## src/rtl/imem_loader.sv

```systemverilog
// Boot-time instruction RAM writer: frames A5, N, then 4*N little-endian bytes into word writes at ADDR_BASE.
// Ports: clk/rst_n; RxData/RxValid/RxReady byte stream in; MemWrite/MemAddress/MemWriteData RAM write port;
//        CpuHold (CPU reset while loading or after a failed load), LoadDone pulse, LoadError sticky timeout flag.
module imem_loader #(
    parameter int unsigned TIMEOUT_CYCLES = 1000000,
    // Must be word-aligned; the low two address bits are never touched by the index.
    parameter logic [31:0] ADDR_BASE      = 32'h0000_0000
) (
    input  logic        clk,
    input  logic        rst_n,
    input  logic [7:0]  RxData,
    input  logic        RxValid,
    output logic        RxReady,
    output logic        MemWrite,
    output logic [31:0] MemAddress,
    output logic [31:0] MemWriteData,
    output logic        CpuHold,
    output logic        LoadDone,
    output logic        LoadError
);

    localparam logic [7:0] SYNC_BYTE = 8'hA5;

    // The counter never needs to hold more than TIMEOUT_CYCLES-1.
    localparam int TW = (TIMEOUT_CYCLES > 2) ? $clog2(TIMEOUT_CYCLES) : 1;
    localparam logic [TW-1:0] TMO_LAST = TW'(TIMEOUT_CYCLES - 1);

    typedef enum logic [2:0] {
        S_IDLE,
        S_HEADER,
        S_DATA,
        S_WRITE,
        S_DONE
    } state_t;

    state_t        state_q, state_d;
    logic [8:0]    remaining_q, remaining_d;
    logic [7:0]    index_q, index_d;
    logic [1:0]    byte_idx_q, byte_idx_d;
    logic [31:0]   word_q, word_d;
    logic [TW-1:0] tmo_q, tmo_d;

    logic          rx_ready_d;
    logic          mem_write_d;
    logic [31:0]   mem_address_d;
    logic [31:0]   mem_write_data_d;
    logic          cpu_hold_d;
    logic          load_done_d;
    logic          load_error_d;

    logic          accept;
    logic [31:0]   word_next;

    assign accept = RxValid && RxReady;

    // Incoming byte merged into the partially assembled word.
    always_comb begin
        word_next = word_q;
        word_next[{byte_idx_q, 3'b000} +: 8] = RxData;
    end

    always_comb begin
        state_d          = state_q;
        remaining_d      = remaining_q;
        index_d          = index_q;
        byte_idx_d       = byte_idx_q;
        word_d           = word_q;
        tmo_d            = tmo_q;
        rx_ready_d       = RxReady;
        mem_write_d      = 1'b0;
        mem_address_d    = MemAddress;
        mem_write_data_d = MemWriteData;
        cpu_hold_d       = CpuHold;
        load_done_d      = 1'b0;
        load_error_d     = LoadError;

        case (state_q)
            S_IDLE: begin
                // Anything other than the sync byte is silently dropped.
                if (accept && (RxData == SYNC_BYTE)) begin
                    state_d      = S_HEADER;
                    cpu_hold_d   = 1'b1;
                    load_error_d = 1'b0;
                    tmo_d        = '0;
                end
            end

            S_HEADER: begin
                if (accept) begin
                    // A count of zero stands for the full 256-word image.
                    remaining_d = (RxData == 8'd0) ? 9'd256 : {1'b0, RxData};
                    index_d     = '0;
                    byte_idx_d  = '0;
                    tmo_d       = '0;
                    state_d     = S_DATA;
                end else if (tmo_q == TMO_LAST) begin
                    state_d      = S_IDLE;
                    load_error_d = 1'b1;
                    tmo_d        = '0;
                end else begin
                    tmo_d = tmo_q + 1'b1;
                end
            end

            S_DATA: begin
                if (accept) begin
                    // A sync byte here is payload, not a restart.
                    word_d     = word_next;
                    byte_idx_d = byte_idx_q + 2'd1;
                    tmo_d      = '0;
                    if (byte_idx_q == 2'd3) begin
                        state_d          = S_WRITE;
                        rx_ready_d       = 1'b0;
                        mem_write_d      = 1'b1;
                        mem_address_d    = ADDR_BASE + {22'd0, index_q, 2'b00};
                        mem_write_data_d = word_next;
                    end
                end else if (tmo_q == TMO_LAST) begin
                    // Partial word is abandoned; CpuHold stays set.
                    state_d      = S_IDLE;
                    load_error_d = 1'b1;
                    tmo_d        = '0;
                end else begin
                    tmo_d = tmo_q + 1'b1;
                end
            end

            S_WRITE: begin
                index_d     = index_q + 8'd1;
                remaining_d = remaining_q - 9'd1;
                if (remaining_q == 9'd1) begin
                    state_d     = S_DONE;
                    load_done_d = 1'b1;
                end else begin
                    state_d    = S_DATA;
                    rx_ready_d = 1'b1;
                    byte_idx_d = '0;
                    tmo_d      = '0;
                end
            end

            S_DONE: begin
                state_d    = S_IDLE;
                cpu_hold_d = 1'b0;
                rx_ready_d = 1'b1;
            end

            default: begin
                state_d    = S_IDLE;
                rx_ready_d = 1'b1;
            end
        endcase
    end

    always_ff @(posedge clk or negedge rst_n) begin
        if (!rst_n) begin
            state_q      <= S_IDLE;
            remaining_q  <= '0;
            index_q      <= '0;
            byte_idx_q   <= '0;
            word_q       <= '0;
            tmo_q        <= '0;
            RxReady      <= 1'b1;
            MemWrite     <= 1'b0;
            MemAddress   <= '0;
            MemWriteData <= '0;
            CpuHold      <= 1'b0;
            LoadDone     <= 1'b0;
            LoadError    <= 1'b0;
        end else begin
            state_q      <= state_d;
            remaining_q  <= remaining_d;
            index_q      <= index_d;
            byte_idx_q   <= byte_idx_d;
            word_q       <= word_d;
            tmo_q        <= tmo_d;
            RxReady      <= rx_ready_d;
            MemWrite     <= mem_write_d;
            MemAddress   <= mem_address_d;
            MemWriteData <= mem_write_data_d;
            CpuHold      <= cpu_hold_d;
            LoadDone     <= load_done_d;
            LoadError    <= load_error_d;
        end
    end

endmodule

```

## config.mk

```make
export PLATFORM = sky130hd
export DESIGN_NAME = imem_loader
export DESIGN_NICKNAME = d
export VERILOG_FILES = /design/src/rtl/imem_loader.sv
export SDC_FILE = /design/constraint.sdc
export NUM_CORES = 1
export LEC_CHECK = 0
export BUFFER_PORTS_ARGS = -buffer_cell sky130_fd_sc_hd__clkbuf_2
export CAP_MARGIN = 20
export CORE_MARGIN = 5
export CORE_UTILIZATION = 25
export CTS_CLUSTER_SIZE = 8
export DETAILED_ROUTE_END_ITERATION = 6
export REMOVE_ABC_BUFFERS = 1
export SLEW_MARGIN = 10
export SYNTH_ARGS = -nofsm -noshare
export SYNTH_HDL_FRONTEND = slang
export SYNTH_SLANG_ARGS = --single-unit
```

## constraint.sdc

```tcl
create_clock -name clk -period 5.55 [get_ports clk]
set_clock_uncertainty 0.2 [all_clocks]
set_input_delay 0.2775 -clock clk [delete_from_list [all_inputs] [get_ports clk]]
set_output_delay 0.2775 -clock clk [all_outputs]
set_load 0.01 [all_outputs]
```

# After elaboration in Yosys (flattened, before gate mapping)
# Cells that the tools add are included.
# Widths: inputs -> output; s select.
dict set report word_totals {
  wordCells 94
  input_bits 11
  register_bits 119
  output_inout_bits 69
}
dict set report op_classes {
  n_mux 37
  shift 2
  addsub 5
  reduce_logical 20
  n_bitwise 1
  eq_ne 16
}
# cell n
set op_table {}
lappend op_table {{$mux 20} 4}
lappend op_table {{$pmux 20 s3} 1}
lappend op_table {{$bwmux 32} 1}
lappend op_table {{$shift 8x7->32 const A} 1}
lappend op_table {{$shiftx 8x7->32} 1}
lappend op_table {{$add 20x1->20 const B} 1}
lappend op_table {{$eq 20x20->1 const B} 1}
lappend op_table {{$mux 3} 6}
lappend op_table {{$mux 9} 2}
lappend op_table {{$pmux 9 s2} 1}
lappend op_table {{$pmux 8 s2} 1}
lappend op_table {{$mux 1} 12}
lappend op_table {{$ne 2x2->1 const B} 6}
lappend op_table {{$pmux 3 s4} 1}
lappend op_table {{$reduce_and 4->1} 3}
lappend op_table {{$eq 9x1->1 const B} 1}
lappend op_table {{$sub 9x1->9 const B} 1}
lappend op_table {{$add 8x1->8 const B} 1}
lappend op_table {{$eq 8x8->1 const B} 1}
lappend op_table {{$logic_not 8->1} 1}
lappend op_table {{$mux 8} 1}
lappend op_table {{$reduce_and 2->1} 4}
lappend op_table {{$neg 5->7} 1}
lappend op_table {{$eq 3x2->1 const B} 2}
lappend op_table {{other kinds (17)} 26}

# Depth between registers and ports, before layout
# Gate-level depths: netlist of the first run.
dict set report depth {
  word_depth 4
  ltp_mapped 8
  depth_no_buf 7
}

# Least setup slack after synthesis of the first run
# Ideal clock, no wire load.
dict set report synth_timing {
  path_kind {register to register}
  startpoint {register byte_idx_q[0]}
  endpoint {register word_q[1]}
  setup_slack_ns 3.216
  required_ns 5.286
  stages_incl_launch_ff 8
  synth_period_minus_slack_ns 2.334
  n_path_buf 1
  setup_ns 0.064
  arrival_ns 2.070
  path_cell_list {dfrtp_1 inv_1 ha_1 nand2_1 nor3_1 and2_1 clkbuf_1 a22o_2}
}
dict set report synth_between {
  elab_chain_cells 3
  word_cells_on_any_way 4
  classes_between {1 x add/sub; 2 x shift; 1 x mux}
}
# element line
set synth_lines {}
lappend synth_lines {{start: declaration} 39} ;# logic [1:0] byte_idx_q, byte_idx_d;
lappend synth_lines {{start signal: assignment} 174} ;# byte_idx_q <= byte_idx_d;
lappend synth_lines {{$neg 5->7 (*)} 59} ;# word_next[{byte_idx_q, 3'b000} +: 8] = RxData;
lappend synth_lines {{$shiftx 8x7->32 / $shift 8x7->32 (equally long branches)} 59}
lappend synth_lines {{$bwmux 32 (*)} 59}
lappend synth_lines {{end signal: assignment} 175} ;# word_q <= word_d;
lappend synth_lines {{end: declaration} 40} ;# logic [31:0] word_q, word_d;
# Every way passes the cells marked *; elsewhere a longest branch is shown, timed or not.
# A chain may end at the register's enable or synchronous reset.

# Worst setup path in the final report of the first run
dict set report layout_timing {
  startpoint {register RxReady}
  endpoint {register MemAddress[6]}
}
dict set report layout_between {
  elab_chain_cells 2
}
# element line
set layout_lines {}
lappend layout_lines {{start: declaration} 13} ;# output logic RxReady,
lappend layout_lines {{start signal: assignment} 177} ;# RxReady <= rx_ready_d;
lappend layout_lines {{$logic_and 1x1->1} 54} ;# assign accept = RxValid && RxReady;
lappend layout_lines {{$reduce_and 3->1 (no source line)} n/a}
lappend layout_lines {{end signal: assignment} 179} ;# MemAddress <= mem_address_d;
lappend layout_lines {{end: declaration} 15} ;# output logic [31:0] MemAddress,
# Every way passes these cells.

==> impl_metrics.prom, run 1 <==
# TYPE chip_impl_metric gauge
chip_impl_metric{name="drt-pass1-iter-count",unit=""} 4
chip_impl_info{name="cp_cell_sequence",value="nand2_1 > nor4b_2 > nand2_2 > buf_4 > mux2_2"} 1
chip_impl_metric{name="grt_remaining_overflow",unit=""} 0
chip_impl_metric{name="synth.top_cell.area_share",unit="%"} 50.5
chip_impl_metric{name="cp.arrival",unit="ns"} 3.18
chip_impl_metric{name="synth_seq_area_share",unit="%"} 50.9
chip_impl_metric{name="n_fill_cell",unit=""} 2466
chip_impl_metric{name="maximum_number_of_pins_on_one_net_before_global_route_repair",unit=""} 77
chip_impl_info{name="grt_setup_unrepaired",value="no"} 1
chip_impl_metric{name="yosysWarnings",unit=""} 0
chip_impl_metric{name="routed_wirelength",unit="mm"} 14.0
chip_impl_metric{name="core_area",unit="um^2"} 23300
chip_impl_metric{name="first_iter_violations",unit=""} 311
chip_impl_metric{name="routed_wl_met2",unit="mm"} 6.21
chip_impl_metric{name="tns",unit="ns"} 0
chip_impl_metric{name="cap_viol_max_count",unit=""} 0
chip_impl_metric{name="ios",unit=""} 80
chip_impl_info{name="min-delay-start",value="RxData[4]"} 1
chip_impl_metric{name="number_of_enable_type_register_cells_in_the_synthesized_netlist",unit=""} 0
chip_impl_metric{name="num_vias",unit=""} 4496
chip_impl_info{name="family_of_cells_with_the_greatest_summed_delay_on_the_critical_path",value="simple AND/OR/NAND/NOR gates"} 1
chip_impl_metric{name="final_antenna_net_count",unit=""} 0
chip_impl_info{name="synthDominantAreaCellType",value="sky130_fd_sc_hd__dfrtp_1"} 1
chip_impl_info{name="tritoncts",value="done"} 1
chip_impl_info{name="critPathKind",value="register to register"} 1
chip_impl_metric{name="setup_slack",unit="ns"} 2.47
chip_impl_metric{name="post_drt_via_cell_ratio",unit=""} 4.64
chip_impl_metric{name="ir_drop",unit="mV"} 0.175
chip_impl_metric{name="period_needed",unit="ns"} 3.08
chip_impl_metric{name="cts_repair_resize_count",unit=""} 0
chip_impl_info{name="clock_tree.root_cell",value="sky130_fd_sc_hd__clkbuf_16"} 1
chip_impl_info{name="timing.critical_path.from_type",value="register"} 1
chip_impl_metric{name="route.met3.wl",unit="um"} 989
chip_impl_metric{name="numCtsBuffers",unit=""} 17
chip_impl_metric{name="route.detailed.wl_per_inst",unit="um"} 14.5
chip_impl_metric{name="worst_slew_margin_rel",unit="%"} 29.4
chip_impl_metric{name="crit_path_max_fanout",unit=""} 47
chip_impl_info{name="synthFlopType",value="sky130_fd_sc_hd__dfrtp_1"} 1
chip_impl_metric{name="critical_path_buf_inv_count",unit=""} 1
chip_impl_metric{name="row_count",unit=""} 56
chip_impl_info{name="routed.top_layer",value="met5"} 1
chip_impl_info{name="critical_path.reg2reg.startpoint",value="RxReady$_DFFE_PN1P_"} 1
chip_impl_metric{name="gp_weighted_congestion",unit=""} 0.766
chip_impl_metric{name="whs_path_depth",unit=""} 3
chip_impl_info{name="cp-end-kind",value="register"} 1
chip_impl_metric{name="timing.critical_path.required",unit="ns"} 5.65
chip_impl_info{name="worst_hold_path_type",value="primary input to register"} 1
chip_impl_metric{name="ys_seq_elements",unit=""} 119
chip_impl_info{name="run_status",value="finished, final reports clean"} 1
chip_impl_metric{name="wirelength_met1",unit="mm"} 6.72
chip_impl_metric{name="final_layout_size_suffix_gt1_share",unit="%"} 17.6
chip_impl_metric{name="slew_viols_final",unit=""} 0
chip_impl_info{name="hold_path_end",value="remaining_q[4]$_DFFE_PN0P_"} 1
chip_impl_metric{name="synthesized_area_divided_by_synthesized_cell_count",unit="um^2"} 9.80
chip_impl_metric{name="p_total",unit="uW"} 2020
chip_impl_metric{name="cts_max_level",unit=""} 4
chip_impl_metric{name="setup_viol",unit=""} 0
chip_impl_metric{name="insertedDiodeCount",unit=""} 0
chip_impl_metric{name="grt_util_all_layers",unit="%"} 11.0
chip_impl_metric{name="first_global_vias",unit=""} 4313
chip_impl_metric{name="asyncSetResetFlopFracSynth",unit="%"} 100
chip_impl_info{name="synth.top_cells.by_area",value="sky130_fd_sc_hd__dfrtp_1, sky130_fd_sc_hd__a22o_1, sky130_fd_sc_hd__nand2_1"} 1
chip_impl_metric{name="timing.final.crit_share",unit="%"} 55.4
chip_impl_metric{name="nets_final",unit=""} 657
chip_impl_metric{name="floorplan.initialDensity",unit="%"} 25.1
chip_impl_metric{name="clock_insertion_delay_worst_skew",unit="ns"} 0.41
chip_impl_metric{name="initial_antenna_violation_count",unit=""} 1
chip_impl_metric{name="syn_to_final_growth",unit="%"} 18.2
chip_impl_metric{name="worst_pin_slew",unit="ns"} 1.06
chip_impl_metric{name="max_freq",unit="GHz"} 0.325
chip_impl_metric{name="clk_transition_reported_paths",unit="ns"} 0.06
chip_impl_metric{name="fp.dieArea",unit="um^2"} 26600
chip_impl_metric{name="route.detailed.drc",unit=""} 0
chip_impl_metric{name="io_buffers",unit=""} 55
chip_impl_metric{name="worst-r2r-setup-slack",unit="ns"} 2.47
chip_impl_metric{name="global_route_wire_length_before_repair",unit="mm"} 23.1
chip_impl_metric{name="clock_path_buffers",unit=""} 2
chip_impl_metric{name="power_leakage",unit="uW"} 0.00303
chip_impl_info{name="crit_path_top_delay_cell",value="sky130_fd_sc_hd__nor4b_2"} 1
chip_impl_metric{name="synth_cells",unit=""} 597
chip_impl_metric{name="overall_die_width",unit="um"} 163
chip_impl_metric{name="synth.cell_area",unit="um^2"} 5850
chip_impl_metric{name="tritoncts_num_sinks",unit=""} 119
chip_impl_metric{name="report.final.hold_viol_count",unit=""} 0
chip_impl_metric{name="place_hpwl",unit="mm"} 9.31
chip_impl_metric{name="dp_slack",unit="ns"} 2.45
chip_impl_metric{name="max_stage_delay",unit="ns"} 0.84
chip_impl_metric{name="yosys.cell_types.count",unit=""} 61
chip_impl_metric{name="power_per_cell_area",unit="nW/um^2"} 293
chip_impl_metric{name="die_height",unit="um"} 163
chip_impl_info{name="reg2reg_to",value="MemAddress[6]$_DFFE_PN0P_"} 1
chip_impl_metric{name="reg2reg_depth",unit=""} 5
==> tightest hold or removal path, stage by stage <==
cell and delay [ns]:
sky130_fd_sc_hd__clkbuf_2 0.20, sky130_fd_sc_hd__nand2_1 0.09, sky130_fd_sc_hd__o21ai_0 0.07
==> registers in the layout, indices dropped and copies added (netlist names) <==
register      count
state_q           3
remaining_q       9
byte_idx_q        2
MemAddress        8
tmo_q            20
index_q           8
word_q           32
LoadError         1
RxReady           1
MemWrite          1
CpuHold           1
MemWriteData     32
LoadDone          1
==> stage by stage <==
stage	hold WS, ns	cells	cell area [um^2]	utilization, %
finish	0.0687	968	6920	29.7
global route	0.104	968	6920	29.7
CTS	0.0514	968	6920	29.7
detailed placement	0.271	935	6320	27.2
global placement	0.263	935	6320	27.2
floorplan	-0.218	557	5580	-
==> layer usage <==
layer / up-vias / GRT usage (%)
met5: - / 0
met4: 2 / 3.13
met1: 2178 / 15.1
met3: 13 / 4.02
met2: 102 / 16.3
li1: 2201 / -
==> timing repair <==
| action | CTS | global route |
|---|---|---|
| buffers inserted | 0 | 0 |
| hold endpoints to repair | 75 | 0 |
| hold buffers | 1 | 0 |
==> synth_stat cells (all sizes together), types with 3 or more instances <==
library cell	count
nor4b	3
nand2	67
o22ai	3
a22o	33
nor2b	34
mux2	8
and3	5
nand4	10
or3	5
inv	10
and2	6
ha	10
nor4	6
o311ai	3
o211ai	4
or3b	3
clkbuf	34
a31oi	25
nand3b	4
dfrtp	118
a21oi	46
nor2	19
buf	29
nand3	17
o21ai	48
nor3	9
or4	5
==> worst max path at each step <==
stage	from	end	slack (ns)	cells after the start
after global placement	RxReady$_DFFE_PN1P_	MemAddress[6]$_DFFE_PN0P_	2.59	5
after floorplan	RxReady$_DFFE_PN1P_	MemAddress[2]$_DFFE_PN0P_	2.00	4
after global routing	RxReady$_DFFE_PN1P_	MemAddress[6]$_DFFE_PN0P_	2.21	5
final	RxReady$_DFFE_PN1P_	MemAddress[6]$_DFFE_PN0P_	2.47	5
after detailed placement	RxReady$_DFFE_PN1P_	MemAddress[3]$_DFFE_PN0P_	2.45	5
after CTS	RxReady$_DFFE_PN1P_	MemAddress[3]$_DFFE_PN0P_	2.43	5
==> cells in the final DEF, fill, tap and decap left out, drive strengths merged, types with 12 or more instances in the layout <==
master,instances
a31oi,25
nor2b,34
clkbuf,74
dfrtp,118
conb,24
nand3,17
o21ai,48
nand2,67
inv,12
nor2,19
a22o,33
a21oi,46
==> layout make-up <==
cell class	count	area [um^2]	area share, %
flip-flops and latches	119	2980	43.1
well taps	319	399	5.77
repair buffers	60	318	4.60
clock buffers	20	437	6.31
clock inverters	12	151	2.19
inverters	10	37.5	0.543
multi-input cells	428	2590	37.5
==> power by group <==
| part | total (uW) | internal [uW] | switching [uW] |
|---|---|---|---|
| clock | 1110 | 705 | 404 |
| combinational | 44.9 | 5.46 | 39.4 |
| sequential | 868 | 868 | 0 |
==> logic make-up (layout without fill, tap and decap cells) <==
| kind of cell | after synthesis | count (layout) | share of synthesized area, % |
|---|---|---|---|
| and+or+nand+nor | 202 | 202 | 18.3 |
| AOI/OAI and AO/OA | 179 | 179 | 19.6 |
| DFF | 119 | 119 | 50.9 |
| buffers and inverters | 73 | 102 | 6.65 |
| adders and majority gates | 10 | 10 | 2.14 |
| muxes | 9 | 9 | 1.71 |
| xor gates and xnor gates | 4 | 4 | 0.599 |
| other | 1 | 24 | 0.0641 |
Power figures use the tool's default switching activity.
==> run 2, diff against run 1 <==
Clock period 5.55 ns to 3.18 ns, I/O delays scaled along.
==> impl_metrics.prom, run 2 (synthesis results as in run 1) <==
# TYPE chip_impl_metric gauge
chip_impl_info{name="family_of_cells_with_the_greatest_summed_delay_on_the_critical_path",value="simple AND/OR/NAND/NOR gates"} 1
chip_impl_metric{name="clock_path_buffers",unit=""} 2
chip_impl_metric{name="syn_to_final_growth",unit="%"} 21.1
chip_impl_metric{name="row_count",unit=""} 56
chip_impl_metric{name="fp.dieArea",unit="um^2"} 26600
chip_impl_metric{name="initial_antenna_violation_count",unit=""} 1
chip_impl_metric{name="setup_slack",unit="ns"} 0.703
chip_impl_info{name="critical_path.reg2reg.startpoint",value="byte_idx_q[0]$_DFFE_PN0P_"} 1
chip_impl_metric{name="overall_die_width",unit="um"} 163
chip_impl_metric{name="reg2reg_depth",unit=""} 6
chip_impl_metric{name="grt_util_all_layers",unit="%"} 11.1
chip_impl_metric{name="place_hpwl",unit="mm"} 9.66
chip_impl_metric{name="gp_weighted_congestion",unit=""} 0.786
chip_impl_metric{name="max_stage_delay",unit="ns"} 0.53
chip_impl_metric{name="final_core_util",unit="%"} 30.5
chip_impl_metric{name="final_layout_size_suffix_gt1_share",unit="%"} 18.9
chip_impl_metric{name="num_vias",unit=""} 4528
chip_impl_info{name="grt_setup_unrepaired",value="no"} 1
chip_impl_metric{name="maximum_number_of_pins_on_one_net_before_global_route_repair",unit=""} 48
chip_impl_info{name="min-delay-start",value="RxData[4]"} 1
chip_impl_metric{name="ios",unit=""} 80
chip_impl_metric{name="report.final.hold_viol_count",unit=""} 0
chip_impl_metric{name="numCtsBuffers",unit=""} 17
chip_impl_metric{name="routed_wirelength",unit="mm"} 14.5
chip_impl_metric{name="first_iter_violations",unit=""} 259
chip_impl_metric{name="cap_viol_max_count",unit=""} 0
chip_impl_metric{name="n_fill_cell",unit=""} 2436
chip_impl_metric{name="timing.final.crit_share",unit="%"} 77.9
chip_impl_info{name="crit_path_end",value="tmo_q[6]$_DFFE_PN0P_"} 1
chip_impl_info{name="cp-end-kind",value="register"} 1
chip_impl_metric{name="ir_drop",unit="mV"} 0.295
chip_impl_metric{name="cts_max_level",unit=""} 4
chip_impl_metric{name="final_cells",unit=""} 982
chip_impl_metric{name="cts_repair_resize_count",unit=""} 0
chip_impl_info{name="tritoncts",value="done"} 1
chip_impl_metric{name="drt-pass1-iter-count",unit=""} 4
chip_impl_metric{name="power_per_cell_area",unit="nW/um^2"} 515
chip_impl_metric{name="worst_pin_slew",unit="ns"} 0.670
chip_impl_info{name="worst_hold_path_type",value="primary input to register"} 1
chip_impl_metric{name="final_antenna_net_count",unit=""} 0
chip_impl_metric{name="clock_insertion_delay_worst_skew",unit="ns"} 0.42
chip_impl_metric{name="critical_path_buf_inv_count",unit=""} 2
chip_impl_metric{name="tritoncts_num_sinks",unit=""} 119
chip_impl_metric{name="first_global_vias",unit=""} 4316
chip_impl_metric{name="grt_remaining_overflow",unit=""} 0
chip_impl_metric{name="worst-r2r-setup-slack",unit="ns"} 0.77
chip_impl_metric{name="slew_viols_final",unit=""} 0
chip_impl_metric{name="clk_transition_reported_paths",unit="ns"} 0.06
chip_impl_metric{name="tns",unit="ns"} 0
chip_impl_metric{name="die_height",unit="um"} 163
chip_impl_metric{name="setup_viol",unit=""} 0
chip_impl_info{name="largestRegisters",value="MemWriteData (32), word_q (32), tmo_q (20)"} 1
chip_impl_metric{name="worst_slew_margin_rel",unit="%"} 55.0
chip_impl_metric{name="place_inst",unit=""} 945
chip_impl_metric{name="cts_post_setup_buffers_inserted",unit=""} 0
chip_impl_metric{name="post_drt_via_cell_ratio",unit=""} 4.61
chip_impl_metric{name="power_leakage",unit="uW"} 0.00313
chip_impl_metric{name="route.detailed.wl_per_inst",unit="um"} 14.7
chip_impl_info{name="reg2reg_to",value="word_q[18]$_DFFE_PN0P_"} 1
chip_impl_metric{name="crit_path_max_fanout",unit=""} 10
chip_impl_metric{name="final_area",unit="um^2"} 7080
chip_impl_metric{name="io_buffers",unit=""} 55
chip_impl_info{name="final_common_cell",value="sky130_fd_sc_hd__dfrtp_1"} 1
chip_impl_metric{name="period_needed",unit="ns"} 2.48
chip_impl_metric{name="dp_slack",unit="ns"} 0.733
chip_impl_info{name="crit_path_top_delay_cell",value="sky130_fd_sc_hd__dlygate4sd3_1"} 1
chip_impl_metric{name="global_route_wire_length_before_repair",unit="mm"} 23.4
chip_impl_metric{name="timing.critical_path.required",unit="ns"} 3.28
chip_impl_info{name="clock_tree.root_cell",value="sky130_fd_sc_hd__clkbuf_16"} 1
chip_impl_metric{name="nets_final",unit=""} 670
chip_impl_metric{name="worst-path-stages",unit=""} 7
chip_impl_metric{name="hold_buffers",unit=""} 4
chip_impl_info{name="cp_cell_sequence",value="dlygate4sd3_1 > clkbuf_2 > or4_4 > or3_1 > a21oi_2 > o21ai_2 > o2bb2ai_1"} 1
chip_impl_metric{name="core_area",unit="um^2"} 23300
chip_impl_info{name="run_status",value="finished, final reports clean"} 1
chip_impl_info{name="cp-startpoint",value="RxData[6]"} 1
chip_impl_metric{name="max_freq",unit="GHz"} 0.404
chip_impl_info{name="critPathKind",value="primary input to register"} 1
chip_impl_metric{name="placedInstanceArea",unit="um^2"} 6400
chip_impl_info{name="layout.cells.most_common_list",value="sky130_fd_sc_hd__dfrtp_1, sky130_fd_sc_hd__nand2_1, sky130_fd_sc_hd__clkbuf_2"} 1
chip_impl_metric{name="floorplan.initialDensity",unit="%"} 25.1
chip_impl_metric{name="cp.arrival",unit="ns"} 2.57
chip_impl_metric{name="route.detailed.drc",unit=""} 0
chip_impl_info{name="timing.critical_path.from_type",value="primary input"} 1
==> run 2: cell count changes in the layout (fill, tap and decap cells not counted), moves of 2 or more <==
cell,previous run,this run
sky130_fd_sc_hd__buf_4,5,13
sky130_fd_sc_hd__clkbuf_1,3,1
sky130_fd_sc_hd__buf_12,0,2
sky130_fd_sc_hd__dlygate4sd3_1,1,4
sky130_fd_sc_hd__clkbuf_8,0,5
sky130_fd_sc_hd__clkinv_2,4,0
==> run 2: per-stage QoR <==
step	hold WS, ns	power, uW
floorplan	-0.337	1560
global placement	0.0213	1630
detailed placement	0.0211	1630
CTS	0.00284	3680
global route	0.0222	3760
finish	0.00975	3650
==> run 2: worst min path at each step <==
| stage | to | cells past startpoint |
|---|---|---|
| 2_1_floorplan | CpuHold$_DFFE_PN0P_ | 0 |
| 3_3_place_gp | MemWriteData[9]$_DFFE_PN0P_ | 1 |
| 3_5_place_dp | MemWriteData[9]$_DFFE_PN0P_ | 1 |
| 4_1_cts | remaining_q[4]$_DFFE_PN0P_ | 4 |
| 5_1_grt | word_q[3]$_DFFE_PN0P_ | 2 |
| 6_report | remaining_q[4]$_DFFE_PN0P_ | 4 |
==> run 2: worst register-to-register path: cells and delay by family, from the launching register on <==
family | cells | cell delay, ns
flip-flops | 1 | 0.46
adder cells (fa/ha/maj) | 1 | 0.42
AO/OA/AOI/OAI | 1 | 0.19
buffers and inverters | 2 | 0.43
AND/OR/NAND/NOR | 2 | 0.65
==> run 2: final cells by class <==
type | instances | area (um^2) | share of cell area (%)
antenna | 1 | 2.50 | 0.0353
clock buffer | 23 | 498 | 7.03
timing repair buffer | 73 | 448 | 6.32
tap | 319 | 399 | 5.63
inverter | 10 | 37.5 | 0.530
multi-input combinational | 428 | 2580 | 36.4
sequential | 119 | 2980 | 42.1
clock inverter | 9 | 139 | 1.96
==> run 2: metal layers <==
| layer | part of all wire, % | vias up | global-route usage, % | wire, um |
|---|---|---|---|---|
| li1 | - | 2231 | - | - |
| met1 | 49 | 2185 | 15.4 | 7030 |
| met2 | 44 | 98 | 16.1 | 6430 |
| met3 | 5.6 | 14 | 3.52 | 806 |
| met4 | 1.4 | 0 | 4.23 | 197 |
| met5 | 0 | - | 0 | 0 |
==> run 2: report_power, final <==
| part | leakage, uW | total, uW | internal [uW] | switching (uW) |
|---|---|---|---|---|
| combinational | 0.00124 | 86.7 | 16.1 | 70.6 |
| clock | 0.000302 | 2040 | 1340 | 701 |
| sequential | 0.00159 | 1520 | 1520 | 0 |
==> run 3, diff against run 2 <==
Clock period 3.18 ns to 2.1 ns, I/O delays scaled along.
==> impl_metrics.prom, run 3 (synthesis results as in run 1) <==
# TYPE chip_impl_metric gauge
chip_impl_info{name="run_status",value="complete, but fails checks"} 1
chip_impl_info{name="failing_checks",value="setup timing"} 1
chip_impl_metric{name="timing.hold.ws",unit="ns"} 0.0942
chip_impl_metric{name="power_per_cell_area",unit="nW/um^2"} 731
chip_impl_info{name="final_common_cell",value="sky130_fd_sc_hd__dfrtp_1"} 1
chip_impl_metric{name="route.detailed.wl_per_inst",unit="um"} 14.3
chip_impl_metric{name="reg2reg_depth",unit=""} 5
chip_impl_metric{name="worst_slew_margin_rel",unit="%"} 57.2
chip_impl_metric{name="period_needed",unit="ns"} 2.17
chip_impl_metric{name="setup_viol",unit=""} 5
chip_impl_metric{name="clk_transition_reported_paths",unit="ns"} 0.06
chip_impl_metric{name="report.final.hold_viol_count",unit=""} 0
chip_impl_metric{name="ios",unit=""} 80
chip_impl_metric{name="routed_wirelength",unit="mm"} 14.8
chip_impl_metric{name="ir_drop",unit="mV"} 0.388
chip_impl_metric{name="slew_viols_final",unit=""} 0
chip_impl_info{name="tritoncts",value="done"} 1
chip_impl_metric{name="overall_die_width",unit="um"} 163
chip_impl_info{name="largestRegisters",value="MemWriteData (32), word_q (32), tmo_q (20)"} 1
chip_impl_metric{name="row_count",unit=""} 56
chip_impl_metric{name="final_antenna_net_count",unit=""} 0
chip_impl_metric{name="gp_weighted_congestion",unit=""} 0.785
chip_impl_info{name="worst_hold_path_type",value="primary input to async pin"} 1
chip_impl_metric{name="post_drt_via_cell_ratio",unit=""} 4.56
chip_impl_metric{name="n_fill_cell",unit=""} 2410
chip_impl_info{name="layout.cells.most_common_list",value="sky130_fd_sc_hd__dfrtp_1, sky130_fd_sc_hd__nand2_1, sky130_fd_sc_hd__clkbuf_2, sky130_fd_sc_hd__buf_4, sky130_fd_sc_hd__o21ai_0"} 1
chip_impl_metric{name="first_global_vias",unit=""} 4543
chip_impl_metric{name="timing.critical_path.required",unit="ns"} 2.19
chip_impl_metric{name="setup_slack",unit="ns"} -0.0660
chip_impl_metric{name="io_buffers",unit=""} 55
chip_impl_metric{name="drt-pass1-iter-count",unit=""} 4
chip_impl_metric{name="num_vias",unit=""} 4709
chip_impl_metric{name="cts_max_level",unit=""} 4
chip_impl_info{name="grt_setup_unrepaired",value="yes"} 1
chip_impl_metric{name="tritoncts_num_sinks",unit=""} 119
chip_impl_metric{name="first_iter_violations",unit=""} 361
chip_impl_metric{name="grt_util_all_layers",unit="%"} 11.5
chip_impl_metric{name="core_area",unit="um^2"} 23300
chip_impl_metric{name="worst_pin_slew",unit="ns"} 0.639
chip_impl_metric{name="maximum_number_of_pins_on_one_net_before_global_route_repair",unit=""} 48
chip_impl_metric{name="route.detailed.drc",unit=""} 0
chip_impl_metric{name="floorplan.initialDensity",unit="%"} 25.1
chip_impl_metric{name="die_height",unit="um"} 163
chip_impl_metric{name="fp.dieArea",unit="um^2"} 26600
chip_impl_metric{name="numCtsBuffers",unit=""} 17
chip_impl_info{name="cp-end-kind",value="register"} 1
chip_impl_metric{name="syn_to_final_growth",unit="%"} 28.5
chip_impl_metric{name="tns",unit="ns"} -0.115
chip_impl_metric{name="clock_insertion_delay_worst_skew",unit="ns"} 0.41
chip_impl_metric{name="grt_remaining_overflow",unit=""} 0
chip_impl_metric{name="cp.arrival",unit="ns"} 2.26
chip_impl_metric{name="timing.final.crit_share",unit="%"} 103
chip_impl_metric{name="clock_path_buffers",unit=""} 2
chip_impl_info{name="clock_tree.root_cell",value="sky130_fd_sc_hd__clkbuf_16"} 1
chip_impl_metric{name="global_route_wire_length_before_repair",unit="mm"} 24.4
chip_impl_info{name="timing.critical_path.from_type",value="register"} 1
chip_impl_metric{name="max_freq",unit="GHz"} 0.462
chip_impl_metric{name="nets_final",unit=""} 720
chip_impl_metric{name="place_hpwl",unit="mm"} 10.3
chip_impl_metric{name="final_core_util",unit="%"} 32.3
chip_impl_metric{name="seqCellArea",unit="um^2"} 2980
chip_impl_metric{name="crit_path_max_fanout",unit=""} 11
chip_impl_metric{name="power_leakage",unit="uW"} 0.00338
chip_impl_metric{name="cap_viol_max_count",unit=""} 0
chip_impl_info{name="critPathKind",value="register to register"} 1
chip_impl_metric{name="final_layout_size_suffix_gt1_share",unit="%"} 25.3
chip_impl_metric{name="initial_antenna_violation_count",unit=""} 1
chip_impl_metric{name="multi_input_area",unit="um^2"} 2630
run 3: changes by cell type in the layout (fill, tap and decap cells not counted), moves of 3 or more:
cell,previous run,this run
sky130_fd_sc_hd__buf_4,13,54
sky130_fd_sc_hd__and2_2,0,4
sky130_fd_sc_hd__dlygate4sd3_1,4,12
sky130_fd_sc_hd__clkbuf_8,5,2
sky130_fd_sc_hd__and2_1,6,2
run 3: what timing repair did:
item                                    CTS  global route
resized for setup                         6            11
setup buffers                             0             0
endpoints found under the setup margin   21            57
hold buffers                             12             0
cloned                                    0             0
hold endpoints to repair                162             0
run 3: path summary, 6_finish.rpt:
path	start	end	slack, ns
setup / recovery	tmo_q[6]$_DFFE_PN0P_	state_q[0]$_DFFE_PN0P_	-0.07
hold / removal	rst_n	tmo_q[17]$_DFFE_PN0P_	0.09
setup reg to reg	tmo_q[6]$_DFFE_PN0P_	state_q[0]$_DFFE_PN0P_	-0.07
hold reg to reg	MemWriteData[21]$_DFFE_PN0P_	MemWriteData[21]$_DFFE_PN0P_	0.28
max in group asynchronous	rst_n	MemWriteData[9]$_DFFE_PN0P_	0.58
min in group clk	RxData[4]	LoadError$_DFFE_PN0P_	0.16
run 3: metal layers:
layer | GRT usage [%] | up-vias | routed length [um]
met5 | 0 | - | 0
met4 | 2.82 | 0 | 141
met3 | 3.44 | 12 | 823
met2 | 17.2 | 98 | 6590
met1 | 16.3 | 2269 | 7260
li1 | - | 2330 | -
run 3: report_power, final:
part           total [uW]  internal (uW)  leakage (uW)  switching, uW
Combinational         155           42.6       0.00150            113
Sequential           2290           2290       0.00159              0
Clock                3050           1940      0.000293           1100
Total                5490           4280       0.00338           1220
run 3: final cells by class:
type | count | share of cell area (%)
repair buffers | 123 | 11.3
multi-input cells | 428 | 35.0
clock inverters | 13 | 2.25
diodes | 1 | 0.0333
flip-flops and latches | 119 | 39.6
inverters | 10 | 0.499
well taps | 319 | 5.31
clock buffers | 19 | 6.03
run 3: metrics by stage:
| step | total power, uW | cell area, um^2 | cells | setup slack [ns] |
|---|---|---|---|---|
| after global routing | 5690 | 7520 | 1032 | -0.105 |
| after global placement | 2470 | 6720 | 987 | -0.134 |
| after floorplan | 2360 | 5580 | 557 | -1.45 |
| after detailed placement | 2480 | 6720 | 987 | -0.151 |
| after CTS | 5560 | 7490 | 1031 | -0.0760 |
| final | 5490 | 7520 | 1032 | -0.0660 |
run 3: critical path, cell delays in order, from the launching register on:
cell and delay, ns:
sky130_fd_sc_hd__dfrtp_1 0.38, sky130_fd_sc_hd__or4b_1 0.53, sky130_fd_sc_hd__or4_4 0.45, sky130_fd_sc_hd__buf_6 0.16, sky130_fd_sc_hd__a311oi_2 0.27, sky130_fd_sc_hd__a211oi_1 0.07
